File: src/rtl/led_pkg.sv
// Shared definitions for the LED pattern sequencer: mode codes, direction
// encoding and the pattern shown after reset.
package led_pkg;

   localparam logic [1:0] MODE_LEFT   = 2'b00;
   localparam logic [1:0] MODE_RIGHT  = 2'b01;
   localparam logic [1:0] MODE_BOUNCE = 2'b10;
   localparam logic [1:0] MODE_HOLD   = 2'b11;

   typedef enum logic {
      DIR_LEFT  = 1'b0,
      DIR_RIGHT = 1'b1
   } dir_t;

   // Bit 0 lit; widened to WIDTH at the point of use.
   localparam int LED_RESET_PATTERN = 1;

endpackage

File: src/rtl/led_shift_seq_tick_gen.sv
// Prescaler: counts enabled cycles 0..TICK_DIV-1 and flags the wrap cycle as a tick.
// clr restarts the count so the next tick lands TICK_DIV enabled cycles later.
module tick_gen #(
   parameter int TICK_DIV = 50_000_000,
   parameter int DIV_W    = $clog2(TICK_DIV) + 1
) (
   input  logic clk,
   input  logic rst,
   input  logic en,
   input  logic clr,
   output logic tick
);

   localparam logic [DIV_W-1:0] LAST = DIV_W'(TICK_DIV - 1);

   logic [DIV_W-1:0] count;

   // Prescaler counter: reset and clear restart it, disabled cycles freeze it.
   always_ff @(posedge clk) begin
      if (rst) begin
         count <= '0;
      end else if (clr) begin
         count <= '0;
      end else if (en) begin
         if (count == LAST) begin
            count <= '0;
         end else begin
            count <= count + DIV_W'(1);
         end
      end
   end

   assign tick = en & (count == LAST);

endmodule

File: src/rtl/led_shift_seq.sv
// LED pattern sequencer: rotates a WIDTH-bit pattern left, right, ping-pong
// or holds it, one step per prescaler tick; load overrides any tick.
module led_shift_seq
   import led_pkg::*;
#(
   parameter int WIDTH    = 4,
   parameter int TICK_DIV = 50_000_000,
   parameter int DIV_W    = $clog2(TICK_DIV) + 1
) (
   input  logic             clk,
   input  logic             rst,
   input  logic             en,
   input  logic [1:0]       mode,
   input  logic             load,
   input  logic [WIDTH-1:0] load_pattern,
   output logic [WIDTH-1:0] data_out,
   output logic             step_o,
   output logic             dir_o
);

   logic             tick;
   dir_t             dir;
   dir_t             dir_next;
   logic [WIDTH-1:0] data_next;
   logic             step_next;
   logic [WIDTH-1:0] rot_left;
   logic [WIDTH-1:0] rot_right;

   tick_gen #(
      .TICK_DIV (TICK_DIV),
      .DIV_W    (DIV_W)
   ) u_tick_gen (
      .clk  (clk),
      .rst  (rst),
      .en   (en),
      .clr  (load),
      .tick (tick)
   );

   assign rot_left  = {data_out[WIDTH-2:0], data_out[WIDTH-1]};
   assign rot_right = {data_out[0], data_out[WIDTH-1:1]};

   // Pattern, direction and step pulse registers.
   always_ff @(posedge clk) begin
      if (rst) begin
         data_out <= WIDTH'(LED_RESET_PATTERN);
         dir      <= DIR_LEFT;
         step_o   <= 1'b0;
      end else begin
         data_out <= data_next;
         dir      <= dir_next;
         step_o   <= step_next;
      end
   end

   // Next pattern/direction; a load discards a coincident tick.
   always_comb begin
      data_next = data_out;
      dir_next  = dir;
      step_next = 1'b0;
      if (load) begin
         data_next = load_pattern;
         dir_next  = DIR_LEFT;
      end else if (tick) begin
         case (mode)
            MODE_LEFT: begin
               data_next = rot_left;
               dir_next  = DIR_LEFT;
               step_next = 1'b1;
            end
            MODE_RIGHT: begin
               data_next = rot_right;
               dir_next  = DIR_RIGHT;
               step_next = 1'b1;
            end
            MODE_BOUNCE: begin
               step_next = 1'b1;
               // Turn around at an edge and move away from it in the same tick.
               case (dir)
                  DIR_LEFT: begin
                     if (data_out[WIDTH-1]) begin
                        dir_next  = DIR_RIGHT;
                        data_next = rot_right;
                     end else begin
                        dir_next  = DIR_LEFT;
                        data_next = rot_left;
                     end
                  end
                  DIR_RIGHT: begin
                     if (data_out[0]) begin
                        dir_next  = DIR_LEFT;
                        data_next = rot_left;
                     end else begin
                        dir_next  = DIR_RIGHT;
                        data_next = rot_right;
                     end
                  end
                  default: begin
                     dir_next  = DIR_LEFT;
                     data_next = data_out;
                  end
               endcase
            end
            MODE_HOLD: begin
               data_next = data_out;
               dir_next  = dir;
               step_next = 1'b0;
            end
            default: begin
               data_next = data_out;
               dir_next  = dir;
               step_next = 1'b0;
            end
         endcase
      end else begin
         data_next = data_out;
         dir_next  = dir;
         step_next = 1'b0;
      end
   end

   assign dir_o = dir;

endmodule

File: config.mk
export PLATFORM = sky130hd
export DESIGN_NAME = led_shift_seq
export DESIGN_NICKNAME = d
export VERILOG_FILES = /design/src/rtl/led_pkg.sv /design/src/rtl/led_shift_seq_tick_gen.sv /design/src/rtl/led_shift_seq.sv
export SDC_FILE = /design/constraint.sdc
export NUM_CORES = 1
export LEC_CHECK = 0
export CORE_UTILIZATION = 54
export CTS_BUF_LIST = sky130_fd_sc_hd__clkbuf_2 sky130_fd_sc_hd__clkbuf_4 sky130_fd_sc_hd__clkbuf_8
export CTS_CLUSTER_DIAMETER = 30
export DETAILED_ROUTE_END_ITERATION = 8
export GPL_TIMING_DRIVEN = 0
export PLACE_DENSITY = 0.81
export SLEW_MARGIN = 0
export SYNTH_ARGS = -nofsm -noshare
export SYNTH_HDL_FRONTEND = slang
export SYNTH_HIERARCHICAL = 1
export SYNTH_SLANG_ARGS = --single-unit
File: constraint.sdc
create_clock -name clk -period 1.82 [get_ports clk]
set_input_delay 0.273 -clock clk [delete_from_list [all_inputs] [get_ports clk]]
set_output_delay 0.273 -clock clk [all_outputs]
set_load 0.02 [all_outputs]
; ---- Word level (Yosys, flattened, before mapping)
; Index checks and enable logic that the tools add are counted.
[classes]
muxes = 12
addsub = 1
bitwise = 4
n_reduce_logical = 7
eq_ne = 5
[op_table]
columns = cell, count
row1 = "adder 27 x 1 -> 27 bit, second input constant", 1
row2 = "equality test 27 x 26 -> 1 bit, second input constant", 1
row3 = 2-to-1 mux 27 bit, 1
row4 = 2-to-1 mux 4 bit, 4
row5 = case mux 4 bit (3 select lines), 1
row6 = case mux 4 bit (2 select lines), 1
row7 = OR reduction 3 bit, 2
row8 = "equality test 2 bit, second input constant", 2
row9 = case mux 1 bit (2 select lines), 2
row10 = AND reduction 2 bit, 2
row11 = NOT 1 bit, 3
row12 = case mux 1 bit (3 select lines), 1
row13 = "equality test 2 x 1 -> 1 bit, second input constant", 1
row14 = zero test 2 bit, 1
row15 = 2-to-1 mux 1 bit, 2
row16 = "inequality test 2 bit, second input constant", 1
row17 = nonzero test 2 bit, 1
row18 = OR reduction 2 bit, 1
row19 = bitwise AND 1 bit, 1
[word_totals]
output_inout_bits = 6
ff_bits = 33

; ---- Longest topological paths before layout
; Gate-level depths: netlist of the first run.
[depth]
depth_word = 5
depth_mapped = 11
ltp_nobuf = 9

; ---- Hierarchy
; The synthesis of the first run kept the hierarchy.
[by_module_without_submodules]
columns = mod, area_per_inst_um2, cells_per_inst, seq_area_each_um2, instances
row1 = tick_gen, 1420.1, 146, 540.5, 1
row2 = led_shift_seq, 460.4, 56, 120.1, 1

; ---- Worst setup path after synthesis of the first run
; OpenSTA, ideal clock, no wires.
[synth_path]
path_type = reg-to-reg
start = register u_tick_gen.count[0]
end = register data_out[1]
stages_incl_launch_ff = 12
arrival_time_ns = 1.850
setup_slack_ns = -0.166
synth_period_minus_slack_ns = 1.986
path_buffers = 2
path_cell_list = dfxtp_1 ha_1 and4_1 buf_6 nand3_4 nand4b_1 nor2_1 nand2b_4 buf_6 and3_1 a21oi_1 o221ai_1
[synth_via]
elab_chain_len = 4
[synth_rtl]
columns = item, line
row1 = start: declaration, led_shift_seq_tick_gen.sv:16  ; logic [DIV_W-1:0] count;
row2 = start signal: assignment, led_shift_seq_tick_gen.sv:28  ; count <= count + DIV_W'(1);
row3 = equality test 27 x 26 -> 1 bit, led_shift_seq_tick_gen.sv:33  ; assign tick = en & (count == LAST);
row4 = bitwise AND 1 bit, led_shift_seq_tick_gen.sv:33
row5 = net tick, led_shift_seq.sv:21  ; logic tick;
row6 = nonzero test 2 bit (no source line), --
row7 = AND reduction 2 bit (no source line), --
row8 = end signal: assignment, led_shift_seq.sv:46  ; data_out <= WIDTH'(LED_RESET_PATTERN);
row9 = end signal: assignment, led_shift_seq.sv:50  ; data_out <= data_next;
row10 = end: declaration, led_shift_seq.sv:16  ; output logic [WIDTH-1:0] data_out,
; The timed path passes the listed nets, and every way through them passes these cells.
; A chain may end at the register's enable or synchronous reset.

; ---- Worst setup path in the final report of the first run
[layout_path]
start = register u_tick_gen.count[1]
end = register data_out[3]
; Same word-level chain as after synthesis.

==> results of run 1 <==
[worst max-delay path by stage]
stage | end | slack (ns) | depth (start not counted) | startpoint
finish | data_out[3]$_SDFFE_PP0P_ | -0.08 | 11 | u_tick_gen/count[1]$_SDFFE_PP0P_
global route | data_out[3]$_SDFFE_PP0P_ | -0.16 | 11 | u_tick_gen/count[0]$_SDFFE_PP0P_
CTS | data_out[1]$_SDFFE_PP0P_ | -0.16 | 10 | u_tick_gen/count[0]$_SDFFE_PP0P_
detailed placement | data_out[1]$_SDFFE_PP0P_ | -0.64 | 11 | en
global placement | data_out[1]$_SDFFE_PP0P_ | -0.61 | 11 | en
floorplan | data_out[1]$_SDFFE_PP0P_ | -0.03 | 11 | u_tick_gen/count[1]$_SDFFE_PP0P_
[critical path: stages, from the launching register on]
cell and delay [ns]:
dfxtp_2 0.37, ha_4 0.13, and4_1 0.18, buf_6 0.11, nand3_4 0.06, nand4b_1 0.19, nor2_2 0.15, nand2b_4 0.10
buf_12 0.14, and3_4 0.17, a21oi_2 0.09, o22ai_1 0.08
[final cells by class]
class / instances / area [um2]
multi-input combinational: 153 / 1217
clock buffer: 7 / 58.81
fill: 266 / 907.1
tap: 46 / 57.56
timing repair buffer: 33 / 301.5
inverter: 6 / 22.52
sequential: 33 / 689.4
buffer: 9 / 82.58
[state kept, by name, summed over array words and instances, names as in the netlist]
name / count
u_tick_gen/count: 27
data_out: 4
dir_o: 1
step_o: 1
[metrics by stage]
stage	instances	util	TNS, ns	power, mW
after floorplan	202	-	-0.08083	0.8253
after global placement	263	0.6367	-10.43	0.8765
after detailed placement	263	0.6367	-11.71	0.8796
after CTS	277	0.6798	-0.4359	1.321
after global routing	287	0.7282	-1.380	1.370
final	287	0.7282	-0.1395	1.313
[per-layer routing]
| metal | up-vias | track usage | routed length, um |
|---|---|---|---|
| met5 | - | 0 | 0 |
| met1 | 846 | 0.3197 | 1910 |
| met2 | 55 | 0.4207 | 2410 |
| met4 | 0 | 0.1201 | 116 |
| li1 | 844 | - | - |
| met3 | 15 | 0.07353 | 211 |
[power by group]
part | internal [mW] | switching, mW
clock | 0.197 | 0.241
combinational | 0.0683 | 0.0751
sequential | 0.720 | 0.0117
total | 0.986 | 0.327
[placed cells by master, fill, tap and decap left out, types with 5 or more instances in the layout]
cell / count
nand2_1: 11
buf_4: 18
dfxtp_1: 22
dfxtp_4: 6
nor2_2: 8
o31ai_1: 10
xor2_1: 8
nand3_1: 6
inv_1: 6
a21oi_1: 9
or4_1: 7
clkdlybuf4s50_1: 12
nand4_1: 8
dfxtp_2: 5
nor2_4: 5
clkbuf_4: 6
a21oi_2: 13
[what timing repair did]
item	in CTS	in global routing
resized for setup	7	35
hold buffers	0	0
pin swaps	9	15
cloned	0	2
setup buffers	8	8
setup endpoints to repair	26	30
[cells by family (layout without fill, tap and decap cells)]
family | count (synthesis) | after routing | share of synthesized area
and+or+nand+nor | 82 | 82 | 0.2947
DFF | 33 | 33 | 0.3513
xor gates and xnor gates | 12 | 12 | 0.05589
AOI/OAI and AO/OA | 53 | 53 | 0.2009
buffers and inverters | 16 | 55 | 0.05988
muxes | 2 | 2 | 0.01065
adders and majority gates | 4 | 4 | 0.02661
==> results_tabular.tex, run 1 <==
\begin{tabular}{lr}
\hline
Metric & Value \\
\hline
\multicolumn{2}{l}{\textbf{Clock network}} \\
Inserted Clock Buffers & 5 \\
Clock tree sinks & 33 \\
Clock input transition at the sequential cells of the worst setup and hold paths & 0.10 ns \\
Worst-skew pair later-pin latency & 0.34 ns \\
CTS tree & yes \\
CTS HTree Levels & 2 \\
Clk buf depth & 2 \\
Cell chosen for the clock root & clkbuf\_4 \\
\multicolumn{2}{l}{\textbf{Placement}} \\
DP HPWL & 3012 um \\
IO buf count & 15 \\
Area after detailed placement & 2125 um2 \\
Worst slack at placement & -0.6445 ns \\
GPL Wtd Cong & 0.8795 \\
\multicolumn{2}{l}{\textbf{STA}} \\
Endpoints failing hold & 0 \\
Upper clock frequency limit & 526.5 MHz \\
Final setup fails & 3 \\
Worst-Margin Slew & 0.4603 ns \\
Min Tclk post-route & 1.899 ns \\
Worst-case clock skew & 0.007398 ns \\
Worst hold margin & 0.4606 ns \\
Worst setup margin & -0.07943 ns \\
Count of pins over their slew limit & 0 \\
Final period util & 1.044 \\
Unrepaired setup endpoints after global routing & true \\
Worst slew margin & 0.6922 \\
\multicolumn{2}{l}{\textbf{Global routing}} \\
Initial antenna violation count & 0 \\
Largest net degree at the start of global routing & 11 \\
Global Route Usage Sum & 0.2590 \\
First-pass GRT wire length & 7024 um \\
Gr ovfl total & 0 \\
Via count of the first global-routing pass & 1,579 \\
\multicolumn{2}{l}{\textbf{Logic synthesis}} \\
Syn Area/Cell & 9.310 um2 \\
Top area cells in the synthesized netlist & dfxtp\_1, a21oi\_2, o31ai\_1, xor2\_1, nor2\_2 \\
Yosys top cell area share & 0.3513 \\
Net count of the mapped netlist & 216 \\
Post-Synthesis Cell Area & 1881 um2 \\
Flip-flop and latch count after synthesis & 33 \\
Most frequently used flop master after synthesis & dfxtp\_1 \\
Gate count of the mapped netlist & 202 \\
Synth async-reset ratio & 0 \\
EDFF count, synth & 0 \\
Library cell with the highest instance count after synthesis & dfxtp\_1 \\
Biggest area consumer among synthesized cells & dfxtp\_1 \\
Sequential area share after synthesis & 0.3513 \\
Unique masters post-synth & 46 \\
Yosys synthesis warning count & 6 \\
Commonest cells in the netlist & dfxtp\_1, a21oi\_1, nand2\_1, nor2\_2, o31ai\_1 \\
\multicolumn{2}{l}{\textbf{Hold path}} \\
Number of cells on the worst hold path & 3 \\
Startpoint of the most critical hold path & en \\
WHS Endpoint & u\_tick\_gen/count[0]\$\_SDFFE\_PP0P\_ \\
Classification of the worst-slack hold path & primary input to flop \\
\multicolumn{2}{l}{\textbf{Setup path}} \\
Kind of launch point of the worst setup path & flop \\
Critical setup path kind & flop to flop \\
Biggest fanout along the worst timing path & 5 \\
Arrival time of data at the critical path endpoint & 2.12 ns \\
Setup crit end kind & flop \\
Data required, critical path & 2.04 ns \\
Reg2Reg Setup Slack & -0.08 ns \\
Length in cells of the worst reg-to-reg path & 11 \\
Reg2reg start & u\_tick\_gen/count[1]\$\_SDFFE\_PP0P\_ \\
Reg-to-Reg End & data\_out[3]\$\_SDFFE\_PP0P\_ \\
\multicolumn{2}{l}{\textbf{Floorplanning}} \\
Effective utilization at floorplan & 0.5636 \\
Std cell rows & 21 \\
Die X-Extent & 61.01 um \\
Boundary pin count & 16 \\
Area of the die & 3722 um2 \\
Vertical die dimension & 61.01 um \\
Core Area & 3337 um2 \\
\multicolumn{2}{l}{\textbf{Pwr}} \\
Pwr dens & 540.4 nW/um2 \\
Worst ir drop on vdd & 0.3825 mV \\
Leakage power & 0.8220 nW \\
\multicolumn{2}{l}{\textbf{Outcome}} \\
Result of the run & complete, but fails checks \\
Failing checks & setup timing \\
\multicolumn{2}{l}{\textbf{Finish}} \\
Cell area after layout & 2430 um2 \\
Area delta synth->final & 29.21\% \\
Fraction of layout instances using a drive strength above 1 & 0.3776 \\
Layout net count & 255 \\
\# diodes & 0 \\
\multicolumn{2}{l}{\textbf{Routing}} \\
WL per Instance & 16.20 um \\
Post-detailed-route DRC marker count & 0 \\
Number of vias per cell & 6.132 \\
Number of antenna-violating nets in the routed design & 0 \\
Total Routed Length & 4648 um \\
DRC violation total after the first TritonRoute iteration & 87 \\
First-pass DRT Iterations & 4 \\
Total number of vias & 1,760 \\
\multicolumn{2}{l}{\textbf{Job}} \\
Max-capacitance violation count & 0 \\
\hline
\end{tabular}
Power figures use the tool's default switching activity.
==> inputs of run 2 (changes only) <==
--- a/config.mk
+++ b/config.mk
@@ -7,7 +7,7 @@
 export LEC_CHECK = 0
 export CORE_UTILIZATION = 54
 export CTS_BUF_LIST = sky130_fd_sc_hd__clkbuf_2 sky130_fd_sc_hd__clkbuf_4 sky130_fd_sc_hd__clkbuf_8
-export CTS_CLUSTER_DIAMETER = 30
+export CTS_CLUSTER_DIAMETER = 120
 export DETAILED_ROUTE_END_ITERATION = 8
 export GPL_TIMING_DRIVEN = 0
 export PLACE_DENSITY = 0.81
==> results of run 2 <==
No change in the layout: final DEF, timing and power equal those of run 1.
==> inputs of run 3 (changes only) <==
--- a/config.mk
+++ b/config.mk
@@ -5,12 +5,15 @@
 export SDC_FILE = /design/constraint.sdc
 export NUM_CORES = 1
 export LEC_CHECK = 0
+export CORE_ASPECT_RATIO = 1.25
+export CORE_MARGIN = 2
 export CORE_UTILIZATION = 54
 export CTS_BUF_LIST = sky130_fd_sc_hd__clkbuf_2 sky130_fd_sc_hd__clkbuf_4 sky130_fd_sc_hd__clkbuf_8
 export CTS_CLUSTER_DIAMETER = 120
 export DETAILED_ROUTE_END_ITERATION = 8
 export GPL_TIMING_DRIVEN = 0
 export PLACE_DENSITY = 0.81
+export SKIP_CTS_REPAIR_TIMING = 1
 export SLEW_MARGIN = 0
 export SYNTH_ARGS = -nofsm -noshare
 export SYNTH_HDL_FRONTEND = slang
==> results_tabular.tex, run 3 (synthesis gave the netlist of run 1 again) <==
\begin{tabular}{lr}
\hline
Metric & Value \\
\hline
\multicolumn{2}{l}{\textbf{Floorplanning}} \\
Effective utilization at floorplan & 0.5732 \\
Core Area & 3281 um2 \\
Vertical die dimension & 69.98 um \\
Boundary pin count & 16 \\
Die X-Extent & 56.78 um \\
Std cell rows & 23 \\
Area of the die & 3973 um2 \\
\multicolumn{2}{l}{\textbf{Finish}} \\
Area delta synth->final & 25.82\% \\
Top flop regs & u\_tick\_gen/count x27, data\_out x4 \\
Commonest non-fill, non-tap cells in the layout & dfxtp\_1, buf\_4, clkdlybuf4s50\_1 \\
Layout net count & 256 \\
Final Core Density & 0.7212 \\
Most frequent standard cell in the layout excluding fill and tap cells & dfxtp\_1 \\
\# diodes & 0 \\
Fraction of layout instances using a drive strength above 1 & 0.3128 \\
Number of flip-flops under the largest register name & 27 \\
Biggest register & u\_tick\_gen/count \\
\multicolumn{2}{l}{\textbf{STA}} \\
Unrepaired setup endpoints after global routing & true \\
Count of pins over their slew limit & 0 \\
Upper clock frequency limit & 489.9 MHz \\
Min Tclk post-route & 2.041 ns \\
Worst-case clock skew & 0.005672 ns \\
Setup TNS Final & -3.386 ns \\
Final setup fails & 28 \\
Endpoints failing hold & 0 \\
Worst-Margin Slew & 0.4303 ns \\
Worst slew margin & 0.7091 \\
Worst setup margin & -0.2214 ns \\
Final period util & 1.122 \\
\multicolumn{2}{l}{\textbf{Routing}} \\
DRC violation total after the first TritonRoute iteration & 64 \\
Total Routed Length & 4758 um \\
Number of antenna-violating nets in the routed design & 0 \\
First-pass DRT Iterations & 4 \\
Total number of vias & 1,765 \\
WL per Instance & 16.99 um \\
Number of vias per cell & 6.304 \\
Post-detailed-route DRC marker count & 0 \\
\multicolumn{2}{l}{\textbf{Setup path}} \\
Data required, critical path & 1.98 ns \\
Crit path from & u\_tick\_gen/count[1]\$\_SDFFE\_PP0P\_ \\
Length in cells of the worst reg-to-reg path & 11 \\
Setup crit end kind & flop \\
Kind of launch point of the worst setup path & flop \\
Reg-to-Reg End & dir\_o\$\_SDFFE\_PP0P\_ \\
Endpoint of the most critical setup path & dir\_o\$\_SDFFE\_PP0P\_ \\
Reg2Reg Setup Slack & -0.22 ns \\
Biggest fanout along the worst timing path & 6 \\
Arrival time of data at the critical path endpoint & 2.20 ns \\
Critical setup path kind & flop to flop \\
Reg2reg start & u\_tick\_gen/count[1]\$\_SDFFE\_PP0P\_ \\
\multicolumn{2}{l}{\textbf{Global routing}} \\
Global Route Usage Sum & 0.2317 \\
Fraction of met1 tracks used by global routing & 0.2586 \\
Met2 track demand over resource in global routing & 0.4199 \\
Largest net degree at the start of global routing & 11 \\
First-pass GRT wire length & 7376 um \\
Met3 usage & 0.05370 \\
Layer with the highest usage & met2 \\
Initial antenna violation count & 0 \\
Via count of the first global-routing pass & 1,642 \\
Gr ovfl total & 0 \\
\multicolumn{2}{l}{\textbf{Hold path}} \\
Classification of the worst-slack hold path & primary input to flop \\
Startpoint of the most critical hold path & en \\
\multicolumn{2}{l}{\textbf{Clock network}} \\
Cell chosen for the clock root & clkbuf\_8 \\
Clock tree sinks & 33 \\
CTS HTree Levels & 2 \\
CTS tree & yes \\
Clk buf depth & 2 \\
Inserted Clock Buffers & 5 \\
Clock input transition at the sequential cells of the worst setup and hold paths & 0.07 ns \\
Worst-skew pair later-pin latency & 0.29 ns \\
\multicolumn{2}{l}{\textbf{Outcome}} \\
Failing checks & setup timing \\
Result of the run & complete, but fails checks \\
\multicolumn{2}{l}{\textbf{Placement}} \\
GPL Wtd Cong & 0.9085 \\
IO buf count & 15 \\
DP HPWL & 3023 um \\
\multicolumn{2}{l}{\textbf{Pwr}} \\
Leakage power & 0.8027 nW \\
Pwr dens & 603.5 nW/um2 \\
Worst ir drop on vdd & 0.7289 mV \\
\multicolumn{2}{l}{\textbf{Job}} \\
Max-capacitance violation count & 0 \\
\hline
\end{tabular}
[run 3: changes by cell type in the layout (fill, tap and decap cells not counted), moves of 3 or more]
| cell | delta |
|---|---|
| dfxtp_1 | +7 |
| clkbuf_4 | -5 |
| buf_6 | +4 |
| clkbuf_8 | +4 |
| dfxtp_4 | -4 |
| nor2_2 | +4 |
| nor2_4 | -4 |
| dfxtp_2 | -3 |
[run 3: worst min-delay path by stage]
stage	slack (ns)	endpoint	depth (start not counted)
2_1_floorplan	0.35	u_tick_gen/count[2]$_SDFFE_PP0P_	1
3_3_place_gp	0.47	u_tick_gen/count[15]$_SDFFE_PP0P_	2
3_5_place_dp	0.49	u_tick_gen/count[23]$_SDFFE_PP0P_	2
4_1_cts	0.50	u_tick_gen/count[15]$_SDFFE_PP0P_	2
5_1_grt	0.43	u_tick_gen/count[0]$_SDFFE_PP0P_	3
6_report	0.41	u_tick_gen/count[0]$_SDFFE_PP0P_	3
[run 3: critical path, cell delays in order, from the launching register on]
cell	delay, ns
dfxtp_4	0.36
ha_4	0.13
and4_1	0.18
buf_6	0.13
nand3_4	0.08
nand4b_1	0.20
nor2_2	0.18
nand2b_4	0.10
buf_4	0.15
buf_4	0.12
a211oi_1	0.22
nor4_1	0.08
[run 3: final cells by class]
class                      count  area, um2
fill                         260      914.6
multi-input combinational    153       1155
buffer                         9      78.83
sequential                    33      670.6
clock inverter                 2      10.01
tap                           37      46.29
inverter                       6      22.52
clock buffer                   6      76.32
timing repair buffer          34      306.5
[run 3: where the power goes]
part           internal [mW]  switching (mW)
combinational         0.0702          0.0719
clock                  0.280           0.267
sequential             0.727          0.0118
total                   1.08           0.351
[run 3: layer usage]
layer,part of all wire,vias up
met5,0,-
met4,0.020,0
met3,0.054,10
met2,0.51,57
met1,0.41,847
li1,-,851
[run 3: per-stage QoR]
stage	instances	instance area [um2]	power (mW)	setup WS (ns)	hold slack (ns)
CTS	262	2200	1.423	-0.3606	0.5009
floorplan	202	1917	0.8253	-0.03154	0.3498
global placement	254	2113	0.8743	-0.5680	0.4706
finish	280	2366	1.428	-0.2214	0.4147
global route	280	2366	1.478	-0.3453	0.4314
detailed placement	254	2113	0.8781	-0.6463	0.4916
